--- src/rtl/if_id_buf.sv ---
// IF->ID instruction queue: DEPTH-entry circular buffer of (pc, inst) with valid/ready on both sides.
// Optional macro IF_ID_BYPASS_EN adds a same-cycle IF->ID path when the queue is empty.
module if_id_buf #(
  parameter int ADDR_W = 32,
  parameter int INST_W = 32,
  parameter int DEPTH  = 4,
  parameter int CNT_W  = $clog2(DEPTH) + 1
) (
  input  logic              clk,
  input  logic              rst,
  input  logic              rdy,
  input  logic              flush,
  input  logic              if_valid,
  input  logic [ADDR_W-1:0] if_pc,
  input  logic [INST_W-1:0] if_inst,
  output logic              if_ready,
  output logic              id_valid,
  output logic [ADDR_W-1:0] id_pc,
  output logic [INST_W-1:0] id_inst,
  input  logic              id_ready,
  output logic [CNT_W-1:0]  count
);

  localparam int PTR_W = $clog2(DEPTH);

  logic [ADDR_W-1:0] pc_mem_q   [DEPTH];
  logic [INST_W-1:0] inst_mem_q [DEPTH];

  logic [PTR_W-1:0] head_q, head_d;
  logic [PTR_W-1:0] tail_q, tail_d;
  logic [CNT_W-1:0] count_q, count_d;

  logic q_valid;
  logic bypass;
  logic bypass_take;
  logic push;
  logic pop;

  assign q_valid  = (count_q != '0);
  // A same-cycle pop never frees a slot: if_ready looks only at registered occupancy.
  assign if_ready = (count_q < CNT_W'(DEPTH));
  assign count    = count_q;

`ifdef IF_ID_BYPASS_EN
  assign bypass      = !q_valid && if_valid && rdy && !flush;
  assign bypass_take = bypass && id_ready;
`else
  assign bypass      = 1'b0;
  assign bypass_take = 1'b0;
`endif

  assign push = if_valid && if_ready && rdy && !flush && !bypass_take;
  assign pop  = q_valid && id_ready && rdy && !flush;

  always_comb begin
    id_valid = q_valid || bypass;
    id_pc    = '0;
    id_inst  = '0;
    if (q_valid) begin
      id_pc   = pc_mem_q[head_q];
      id_inst = inst_mem_q[head_q];
    end else if (bypass) begin
      id_pc   = if_pc;
      id_inst = if_inst;
    end
  end

  always_comb begin
    head_d  = head_q;
    tail_d  = tail_q;
    count_d = count_q;
    if (rdy) begin
      if (flush) begin
        head_d  = '0;
        tail_d  = '0;
        count_d = '0;
      end else begin
        if (push) tail_d = tail_q + PTR_W'(1);
        if (pop)  head_d = head_q + PTR_W'(1);
        unique case ({push, pop})
          2'b10:   count_d = count_q + CNT_W'(1);
          2'b01:   count_d = count_q - CNT_W'(1);
          default: count_d = count_q;
        endcase
      end
    end
  end

  always_ff @(posedge clk) begin
    if (rst) begin
      head_q  <= '0;
      tail_q  <= '0;
      count_q <= '0;
    end else begin
      head_q  <= head_d;
      tail_q  <= tail_d;
      count_q <= count_d;
    end
  end

  // Storage needs no reset: count gates every read.
  always_ff @(posedge clk) begin
    if (!rst && push) begin
      pc_mem_q[tail_q]   <= if_pc;
      inst_mem_q[tail_q] <= if_inst;
    end
  end

endmodule

--- config.mk ---
export PLATFORM = sky130hd
export DESIGN_NAME = if_id_buf
export DESIGN_NICKNAME = d
export VERILOG_FILES = /design/src/rtl/if_id_buf.sv
export SDC_FILE = /design/constraint.sdc
export NUM_CORES = 1
export LEC_CHECK = 0
export BUFFER_PORTS_ARGS = -buffer_cell sky130_fd_sc_hd__buf_2
export CAP_MARGIN = 20
export CORE_MARGIN = 2
export CORE_UTILIZATION = 35
export CTS_CLUSTER_DIAMETER = 120
export DETAILED_ROUTE_END_ITERATION = 8
export GPL_ROUTABILITY_DRIVEN = 0
export MAX_ROUTING_LAYER = met4
export PLACE_DENSITY = 0.6
export SYNTH_ARGS = -nofsm -noshare
export SYNTH_HDL_FRONTEND = slang
export SYNTH_SLANG_ARGS = --single-unit
--- constraint.sdc ---
create_clock -name clk -period 6.1 [get_ports clk]
set_input_delay 0.305 -clock clk [delete_from_list [all_inputs] [get_ports clk]]
set_output_delay 0.305 -clock clk [all_outputs]
set_load 0.1 [all_outputs]
-- Yosys cells after proc, flatten, opt, wreduce, memory -nomap -nowiden
Memory sizes are Yosys's and may differ from the RTL's. A register that Yosys moved wholly into a read port is not among the register bits.
Index checks and enable logic that the tools add are counted.
- logic and storage cells: 42
- input bits: 70
- register bits after elaboration: 7
- memory bits (writable): 256
- memories: 2
- memory list (memory ; words ; width ; rd ports ; clocked after memory_dff ; write ports ; line ; RTL):
    inst_mem_q ; 4 ; 32 ; 1 ; 1 ; 1 ; 27 ; logic [INST_W-1:0] inst_mem_q [DEPTH];
    pc_mem_q ; 4 ; 32 ; 1 ; 1 ; 1 ; 26 ; logic [ADDR_W-1:0] pc_mem_q [DEPTH];
- $lt $le $gt $ge: 1
- mux-type cells: 14
- reductions and logical operators: 16
- add/sub/neg operators: 4
- eq/ne operators: 2
- operator list (kind ; number):
    32-bit 2-to-1 mux ; 2
    2-bit 2-to-1 mux ; 8
    1-bit logical AND ; 7
    3-bit one-hot mux with 2 select lines ; 1
    2-bit AND reduction ; 3
    3-bit nonzero test ; 2
    2-bit by 1-bit adder with 2-bit output (second input constant) ; 2
    2-bit nonzero test ; 2
    3-bit by 1-bit adder with 3-bit output (second input constant) ; 1
    3-bit less-than comparator (second input constant) ; 1
    3-bit 2-to-1 mux ; 1
    3-bit by 1-bit subtractor with 3-bit output (second input constant) ; 1
    2-bit by 1-bit == test with 1-bit output (second input constant) ; 1
    2-bit == test (second input constant) ; 1
    1-bit zero test ; 2
    1-bit 2-to-1 mux ; 2

-- Depth between registers and ports, before layout
Gate-level depths: netlist of run 1.
- depth after elaboration: 8
- mapped depth: 8
- mapped depth without buffers: 7

-- Worst setup path after synthesis of run 1
Ideal clock, no wire load.
- kind: register to output
- from: reg count_q[0] (netlist: count[0])
- to: out id_inst[22]
- arrival: 3133 ps
- required time: 5795 ps
- buffers on the path: 1
- stages on the path, launching flop included: 4
- setup slack: 2662 ps
- path through: dfxtp_1 -> or3_1 -> clkbuf_1 -> and2_1
- longest elaborated chain between the ends: 2
- RTL lines (element ; line ; RTL):
    from (decl) ; 31 ; logic [CNT_W-1:0] count_q, count_d;
    from (signal assigned) ; 97 ; count_q <= count_d;
    3-bit nonzero test ; 39 ; assign q_valid = (count_q != '0);
    net id_valid ; 17 ; output logic id_valid,
    32-bit 2-to-1 mux ; 59 ; if (q_valid) begin
    to (decl) ; 19 ; output logic [INST_W-1:0] id_inst,
The timed path passes the listed nets, and every way through them passes these cells.

==> results of run 1 <==
[Yosys cell counts, types with 2 or more instances]
| cell | number |
|---|---|
| buf_2 | 8 |
| buf_12 | 6 |
| clkbuf_1 | 7 |
| and2_1 | 70 |
| ha_1 | 4 |
| edfxtp_1 | 256 |
| mux4_1 | 4 |
| buf_6 | 2 |
| o21ai_0 | 4 |
| nor2_1 | 4 |
| nor3_1 | 2 |
| a211oi_1 | 2 |
| o211ai_1 | 2 |
| nand2_1 | 2 |
| a21oi_1 | 8 |
| nand2b_1 | 2 |
| nand3_1 | 2 |
| nor2b_1 | 2 |
| inv_1 | 6 |
| a31oi_1 | 2 |
| mux4_2 | 60 |
| dfxtp_1 | 9 |
[cells in the final DEF, fill, tap and decap left out, types with 2 or more instances in the layout]
| master | instances |
|---|---|
| nand2_1 | 2 |
| clkbuf_16 | 27 |
| clkbuf_1 | 3 |
| a211oi_1 | 2 |
| o21ai_0 | 4 |
| and2_4 | 4 |
| and2_1 | 66 |
| dlygate4sd3_1 | 54 |
| nand2b_1 | 2 |
| dfxtp_4 | 2 |
| mux4_1 | 4 |
| a31oi_1 | 2 |
| dfxtp_1 | 7 |
| inv_1 | 6 |
| mux4_2 | 60 |
| ha_1 | 4 |
| clkinv_1 | 4 |
| edfxtp_1 | 256 |
| buf_2 | 138 |
| o211ai_1 | 2 |
| nor2_1 | 4 |
| clkinv_2 | 6 |
| bufinv_16 | 5 |
| nand3_1 | 2 |
| nor3_1 | 2 |
| a21oi_1 | 8 |
| nor2b_1 | 2 |
[worst paths after layout]
kind | start | end | slack, ns | cells after the start
worst min register to register | head_q[1] | register | 0.54 | 3
worst max-delay path | register | id_inst[31] | 2.70 | 4
worst max register to register | count[2] | inst_mem_q[3][4] | 3.58 | 3
worst min-delay path | if_pc[9] | pc_mem_q[0][9] | 0.02 | 1
[critical path, cell delays in order, from the launching register on]
cell,delay (ns)
dfxtp_4,0.71
buf_4,0.72
mux4_1,0.63
and2_1,0.16
buf_2,0.28
[stage by stage]
stage / utilization (%) / hold WS (ns)
after floorplan: - / 0.404
after global placement: 39.2 / 0.497
after detailed placement: 39.3 / 0.521
after CTS: 44.3 / 0.000397
after global routing: 44.3 / 0.00361
final: 44.3 / 0.0197
[power groups by stage]
stage	Combinational [mW]	Sequential [mW]	Clock, mW
after floorplan	0.176	2.05	0
after global placement	0.244	2.05	0
after detailed placement	0.252	2.05	0
after CTS	0.281	2.01	1.72
after global routing	0.294	2.01	1.80
final	0.278	2.01	1.68
[flip-flops by register name (all words and copies together) (netlist names), named ones only]
register / flops
count: 3
head_q: 2
pc_mem_q: 128
inst_mem_q: 128
tail_q: 2
[logic make-up after synthesis]
kind of cell | count (synthesis) | synth area share, %
fa+ha+maj | 5 | 0.678
flops | 265 | 76.1
simple gates | 88 | 5.13
buf+inv | 30 | 2.29
compound gates | 24 | 1.48
mux | 66 | 14.3
[area by class of cell]
cell class	instances	area [um^2]	area share [%]
Clock buffer	30	687	5.37
Timing Repair Buffer	194	1260	9.84
Tap cell	384	480	3.76
Clock inverter	18	220	1.72
Sequential cell	265	7880	61.6
Multi-Input combinational cell	183	2240	17.5
Inverter	6	22.5	0.176
Antenna cell	1	2.50	0.0196
[metal layers]
metal / vias up / part of all wire [%] / global-route usage (%)
met2: 143 / 49 / 22.1
met1: 2688 / 44 / 17.5
li1: 2336 / - / -
met4: 0 / 1.6 / 2.89
met3: 34 / 5.8 / 2.84
met5: - / 0 / -
==> out/results.tsv, run 1 <==
stage	metric	value	unit
status	status	complete, no violations	
clocking	cts_sinks	265	
sta	layout_setup_ws	2.70	ns
floorplanning	ios	139	
power	seq_power_share	50.7	%
clocking	ctsResizeCount	0	
route	wirelength	20.2	mm
power	power_switching	0.864	mW
logic_synthesis	synthFlopType	edfxtp_1	
clocking	numCtsBuffers	27	
power	power	3.97	mW
floorplanning	die_x	176	um
sta	rsz0062_at_grt	false	
logic_synthesis	syn_nets	553	
flow_run	drv_cap	0	
clocking	clk_path_buf_depth	3	
cells_and_area	fillers	2560	
global_routing	grt-ovfl-total	0	
clocking	cts_setup_buffers	0	
floorplanning	die_h	176	um
setup_path	crit_arrival	3.10	ns
sta	slew_viol_final	0	
global_routing	grt_max_degree	65	
route	wire_per_inst	18.7	um
global_routing	grtUsageTotal	13.5	%
cells_and_area	fin_nets	752	
setup_path	worstSetupEndpointType	primary output	
floorplanning	die-area	30900	um^2
power	clkPwrFrac	42.3	%
setup_path	worstSetupStartpointType	register	
place	portBuffers	138	
route	vias	5201	
power	swShare	21.8	%
logic_synthesis	synth_seq_cells	265	
cells_and_area	layoutNonFillerInstCount	1081	
logic_synthesis	synth_edf_count	256	
clocking	cts_tree	built	
sta	finalHoldViolations	0	
route	drt_iter0_drc	313	
clocking	cts.clk_slew.worst_paths	0.06	ns
setup_path	critPathMaxFanout	37	
place	place_inst	978	
power	internal_power	3.10	mW
logic_synthesis	synth.top_cell.area_share	74.4	%
place	dp_worst_setup_slack	3.11	ns
route	vias_per_cell	4.81	
setup_path	cp.required	5.79	ns
clocking	htree_num_levels	1	
logic_synthesis	avgSynthCellArea	21.6	um^2
logic_synthesis	syn-instance-count	478	
logic_synthesis	synth-seq-area-share	76.1	%
cells_and_area	layout-drive-gt1-share	36.1	%
sta	fin_skew	0.0211	ns
route	postRouteAntennaNets	0	
sta	period_share	55.8	%
place	hpwl	11.3	mm
power	comb_power_share	7.0	%
logic_synthesis	ys_types	36	
clocking	worstSkewPairLatency	0.53	ns
power	p_leak	4.38	nW
hold_path	hp-class	in -> reg	
logic_synthesis	synth_warnings	0	
global_routing	grt_pass1_wl	31.3	mm
logic_synthesis	syn_area	10300	um^2
logic_synthesis	async_reset_ff_share	0	%
sta	fmax	294	MHz
place	post_dp_cell_area	11300	um^2
clocking	cts-root-buf	clkbuf_16	
sta	setup_viol	0	
sta	tns	0	ns
route	drc	0	
power	power_per_cell_area	310	nW/um^2
route	dr.pass1.iters	4	
cells_and_area	syn2layout_area_growth	23.7	%
floorplanning	core.rowCount	62	
floorplanning	core_area	28900	um^2
cells_and_area	stdcell_area	12800	um^2
floorplanning	start_util	35.8	%
setup_path	path_class	reg -> out	
clocking	cts-hold-fix-buffers	54	
global_routing	antenna_found_initial	1	
sta	tightestPinTransition	1.06	ns
sta	max-slew-margin-rel	29.6	%
logic_synthesis	synth_area_leaders	edfxtp_1 74%, mux4_2 13%, and2_1 4.2%	
logic_synthesis	synth_top_cell_by_area	edfxtp_1	
power	ir_drop	0.000213	V
sta	fin_crit	3.40	ns
global_routing	grt_pass1_vias	5710	
No activity file was read; power rests on OpenSTA's default activity.
==> inputs of run 2 (changes only) <==
==> constraint.sdc (replaced) <==
create_clock -name clk -period 3.5 [get_ports clk]
set_input_delay 0.175 -clock clk [delete_from_list [all_inputs] [get_ports clk]]
set_output_delay 0.175 -clock clk [all_outputs]
set_load 0.1 [all_outputs]
==> run 2 against run 1 <==
Compared with the run above: power increased by 73%; die area unchanged; final cell count increased by 2.3%; core utilization increased by 0.91 points; first-iteration DRC count decreased by 8.0%; critical path depth unchanged; routed wire length decreased by 1.2%; flip-flop and latch count unchanged; non-clock buffer count increased by 21; combinational power increased by 78%; register-to-register slack got worse by 2.4 ns; worst setup slack got worse by 1.9 ns; critical path type unchanged.
==> out/results.tsv, run 2 (synthesized netlist as in run 1, its figures left out) <==
stage	metric	value	unit	change
sta	slew_viol_final	0		unchanged
hold_path	hp-class	in -> reg		
global_routing	grt-ovfl-total	0		unchanged
cells_and_area	stdcell_area	13100	um^2	+2.0%
route	drc	0		unchanged
route	wirelength	19.9	mm	-1.2%
power	seq_power_share	50.9	%	+0.2 points
global_routing	grt_max_degree	66		+1.5%
power	internal_power	5.37	mW	+73%
hold_path	min_path_cells	3		+2
flow_run	drv_cap	0		unchanged
floorplanning	ios	139		unchanged
power	comb_power_share	7.2	%	+0.2 points
power	ir_drop	0.000285	V	+34%
clocking	clk_path_buf_depth	3		unchanged
cells_and_area	final_common_cell	edfxtp_1		
sta	fin_crit	2.67	ns	
power	p_leak	4.50	nW	+2.9%
setup_path	rr_worst_depth	4		+1
sta	whs	0.0994	ns	+0.0798 ns
setup_path	worstSetupEndpointType	primary output		
clocking	cts-root-buf	clkbuf_16		
clocking	cts_sinks	265		unchanged
sta	tightestPinTransition	0.711	ns	-0.345 ns
power	clkPwrFrac	41.9	%	-0.4 points
floorplanning	die_x	176	um	unchanged
clocking	htree_num_levels	1		unchanged
sta	rsz0062_at_grt	false		
setup_path	critPathMaxFanout	40		+8.1%
power	power_switching	1.51	mW	+75%
sta	fmax	375	MHz	
floorplanning	die_h	176	um	unchanged
sta	setup_viol	0		unchanged
floorplanning	core_area	28900	um^2	unchanged
global_routing	grt_pass1_wl	31.1	mm	-0.70%
sta	max-slew-margin-rel	52.6	%	+23 points
clocking	cts_tree	built		
clocking	numCtsBuffers	28		+3.7%
power	power	6.88	mW	+73%
place	hpwl	11.9	mm	+5.1%
route	drt_iter0_drc	288		-8.0%
place	portBuffers	138		unchanged
clocking	worstSkewPairLatency	0.52	ns	about the same
route	vias	5226		+0.48%
setup_path	crit_arrival	2.49	ns	-0.61 ns
route	dr.pass1.iters	4		unchanged
setup_path	cp.required	3.32	ns	-2.47 ns
sta	finalHoldViolations	0		unchanged
cells_and_area	layout_common_cells	256 x edfxtp_1, 138 x buf_2, 67 x dlygate4sd3_1		
place	post_dp_cell_area	11400	um^2	+0.90%
global_routing	antenna_found_initial	2		+1
global_routing	grtUsageTotal	13.4	%	-0.052 points
setup_path	path_class	reg -> out		
cells_and_area	layout-drive-gt1-share	36.3	%	+0.28 points
clocking	ctsResizeCount	0		unchanged
power	power_per_cell_area	527	nW/um^2	+70%
floorplanning	die-area	30900	um^2	unchanged
cells_and_area	fillers	2531		-1.1%
route	postRouteAntennaNets	0		unchanged
sta	tns	0	ns	unchanged
setup_path	worstSetupStartpointType	register		
clocking	cts.clk_slew.worst_paths	0.06	ns	about the same
cells_and_area	syn2layout_area_growth	26.3	%	
floorplanning	start_util	35.8	%	unchanged
cells_and_area	fin_nets	774		+2.9%
status	status	complete, no violations		
sta	period_share	76.2	%	
sta	fin_skew	0.00768	ns	-0.0134 ns
floorplanning	core.rowCount	62		unchanged
route	wire_per_inst	18.0	um	-3.5%
route	vias_per_cell	4.73		-1.8%
global_routing	grt_pass1_vias	5628		-1.4%
power	swShare	21.9	%	+0.15 points
==> run 2: critical path: stages (launching register included) <==
cell and delay (ns):
dfxtp_4 0.79, buf_4 0.35, mux4_2 0.34, and2_1 0.18, buf_2 0.29
==> run 2: power groups by stage <==
stage / combinational [mW] / clock, mW / sequential, mW
after detailed placement: 0.440 / 0 / 3.57
after global routing: 0.526 / 3.09 / 3.50
after global placement: 0.429 / 0 / 3.57
after floorplan: 0.307 / 0 / 3.58
final: 0.496 / 2.88 / 3.50
after CTS: 0.499 / 2.96 / 3.50
==> run 2: final timing paths <==
| check | start | endpoint | slack, ns |
|---|---|---|---|
| setup reg to reg | count[2] | inst_mem_q[0][2] | 1.14 |
| setup / recovery | register | id_pc[26] | 0.83 |
| hold reg to reg | head_q[1] | register | 0.56 |
| hold / removal | rdy | count[2] | 0.1 |
==> run 2: timing repair <==
| action | in CTS | in global routing |
|---|---|---|
| hold buffers | 67 | 0 |
| buffers inserted | 0 | 0 |
| hold endpoints to repair | 265 | 0 |
==> run 2: layer usage <==
| layer | routed length (um) | GRT usage, % |
|---|---|---|
| met1 | 8790 | 17.8 |
| met2 | 9630 | 21.7 |
| met3 | 1110 | 2.53 |
| met4 | 391 | 3.34 |
| met5 | 0 | - |
==> run 2: metrics by stage <==
step / utilization (%) / std cells / setup slack [ns]
3_3_place_gp: 39.6 / 985 / 1.15
2_1_floorplan: - / 478 / 0.165
5_1_grt: 45.2 / 1106 / 0.692
4_1_cts: 45.1 / 1104 / 0.438
6_report: 45.2 / 1106 / 0.834
3_5_place_dp: 39.6 / 985 / 1.01
==> run 2: area by class of cell <==
type | count | area (um^2) | share of cell area, %
clock inverter | 21 | 183 | 1.40
sequential | 265 | 7880 | 60.3
timing repair buffer | 215 | 1510 | 11.6
clock buffer | 31 | 733 | 5.62
tap | 384 | 480 | 3.68
antenna | 1 | 2.50 | 0.0192
multi-input combinational | 183 | 2240 | 17.2
inverter | 6 | 22.5 | 0.173
==> inputs of run 3 (changes only) <==
==> constraint.sdc (replaced) <==
create_clock -name clk -period 2.7 [get_ports clk]
set_input_delay 0.135 -clock clk [delete_from_list [all_inputs] [get_ports clk]]
set_output_delay 0.135 -clock clk [all_outputs]
set_load 0.1 [all_outputs]
==> run 3 against run 2 <==
Compared with the run above: global-route usage increased by 0.28 points; die area unchanged; flip-flop and latch count unchanged; final cell count increased by 0.18%; clock skew about the same; power increased by 29%; cell area increased by 0.46%; sequential share of layout area decreased by 0.28 points; largest cell class unchanged; highest routed layer unchanged.
==> out/results.tsv, run 3 (synthesized netlist as in run 1, its figures left out) <==
stage	metric	value	unit	change
status	status	complete, no violations		
floorplanning	die-area	30900	um^2	unchanged
setup_path	cp_num_buf_inv	2		unchanged
floorplanning	ios	139		unchanged
sta	setup_viol	0		unchanged
floorplanning	die_h	176	um	unchanged
clocking	ctsResizeCount	0		unchanged
setup_path	r2r-end	pc_mem_q[0][20]		
setup_path	rr_worst_depth	4		unchanged
route	drt_iter0_drc	330		+15%
clocking	cts_tree	built		
floorplanning	core.rowCount	62		unchanged
cells_and_area	layout_common_cells	256 x edfxtp_1, 138 x buf_2, 67 x dlygate4sd3_1		
clocking	htree_num_levels	1		unchanged
global_routing	grt_pass1_wl	31.8	mm	+2.1%
clocking	cts_setup_buffers	0		unchanged
floorplanning	core_area	28900	um^2	unchanged
clocking	numCtsBuffers	27		-3.6%
setup_path	cp_slowest_cell	or3_2		
route	wire_per_inst	18.5	um	+2.4%
sta	tightestPinTransition	0.497	ns	-0.214 ns
place	hpwl	12.4	mm	+4.3%
route	vias	5295		+1.3%
global_routing	grt_max_degree	46		-30%
power	ir_drop	0.000400	V	+40%
clocking	cts-root-buf	clkbuf_16		
global_routing	antenna_found_initial	2		unchanged
hold_path	hp-class	in -> reg		
cells_and_area	final_common_cell	edfxtp_1		
global_routing	grt_pass1_vias	5649		+0.37%
cells_and_area	fin_nets	778		+0.52%
route	postRouteAntennaNets	0		unchanged
setup_path	reg2reg_from	count[2]		
setup_path	path_cells	or3_2, buf_12, and2_2, buf_2		
setup_path	slowest_delay	0.75	ns	-0.04 ns
global_routing	grt-ovfl-total	0		unchanged
sta	slew_viol_final	0		unchanged
sta	fin_crit	2.58	ns	
floorplanning	start_util	35.8	%	unchanged
cells_and_area	syn2layout_area_growth	26.9	%	
place	portBuffers	138		unchanged
sta	period_share	95.5	%	
clocking	worstSkewPairLatency	0.52	ns	about the same
setup_path	cp.required	2.57	ns	-0.75 ns
sta	fin_skew	0.00748	ns	-0.000195 ns
sta	layout_setup_ws	0.121	ns	-0.713 ns
sta	rsz0062_at_grt	false		
setup_path	cp_top_family	simple AND/OR/NAND/NOR gates		
setup_path	critPathCapture	id_inst[22]		
global_routing	grtUsageTotal	13.7	%	+0.28 points
setup_path	critical_path_cell_count	4		unchanged
clocking	clk_path_buf_depth	3		unchanged
route	drc	0		unchanged
clocking	cts-hold-fix-buffers	67		unchanged
route	wirelength	20.4	mm	+2.6%
cells_and_area	layout-drive-gt1-share	37.7	%	+1.3 points
setup_path	worstSetupStartpointType	register		
flow_run	drv_cap	0		unchanged
setup_path	crit_start	count[0]		
setup_path	critPathMaxFanout	45		+13%
setup_path	rrSetupSlack	0.57	ns	-0.57 ns
setup_path	path_class	reg -> out		
sta	finalHoldViolations	0		unchanged
clocking	cts.clk_slew.worst_paths	0.06	ns	about the same
power	power	8.87	mW	+29%
sta	tns	0	ns	unchanged
sta	fmax	388	MHz	
cells_and_area	fillers	2501		-1.2%
place	dp_worst_setup_slack	0.563	ns	-0.444 ns
route	vias_per_cell	4.78		+1.1%
sta	max-slew-margin-rel	67.1	%	+15 points
setup_path	crit_arrival	2.44	ns	-0.05 ns
setup_path	worstSetupEndpointType	primary output		
floorplanning	die_x	176	um	unchanged
power	p_leak	4.51	nW	+0.30%
clocking	cts_sinks	265		unchanged
power	power_per_cell_area	676	nW/um^2	+28%
route	dr.pass1.iters	5		+1
## run 3: cell types whose count changed in the layout (fill, tap and decap cells not counted), moves of 2 or more
cell       before  now
clkinv_4        0    2
buf_4           4    6
clkinv_2        9    4
and2_1         66   57
and2_2          0    9
buf_12          6    9
clkbuf_16      29   27
## run 3: area by class of cell
cell class	count	area [um^2]	area share, %
Antenna cell	2	5.00	0.0382
Clock buffer	29	683	5.21
Clock inverter	19	204	1.56
Inverter	6	22.5	0.172
Multi-Input combinational cell	183	2250	17.2
Sequential cell	265	7880	60.1
Tap cell	384	480	3.66
Timing Repair Buffer	220	1590	12.1
## run 3: worst register-to-register path, cell delays in order, from the launching register on
cell,delay (ns)
dfxtp_1,0.41
nand2b_1,0.25
nor3_1,0.41
and2_4,0.48
buf_12,0.27
## run 3: through the flow
stage / util (%) / area (um^2) / std cells / hold slack [ns]
2_1_floorplan: - / 10400 / 478 / 0.234
3_3_place_gp: 40.0 / 11500 / 991 / 0.346
3_5_place_dp: 40.0 / 11500 / 991 / 0.356
4_1_cts: 45.4 / 13100 / 1106 / 0.0121
5_1_grt: 45.4 / 13100 / 1108 / 0.0444
6_report: 45.4 / 13100 / 1108 / 0.0324
## run 3: worst min path at each step
stage | to | start | cells after the start
finish | count[2] | rdy | 3
global route | count[2] | rdy | 3
CTS | count[2] | rdy | 3
detailed placement | inst_mem_q[2][17] | if_inst[17] | 1
global placement | pc_mem_q[1][18] | if_pc[18] | 1
floorplan | inst_mem_q[0][0] | if_inst[0] | 0
## run 3: report_power, final
part | switching [mW] | internal (mW)
clock network | 1.47 | 2.21
registers | 0.00942 | 4.53
logic | 0.456 | 0.192
total | 1.94 | 6.93
## run 3: layer usage
layer	GRT usage, %	routed length (um)	part of all wire, %
met1	17.9	8710	43
met5	-	0	0
met2	22.5	10100	49
met4	3.20	303	1.5
met3	2.49	1340	6.6
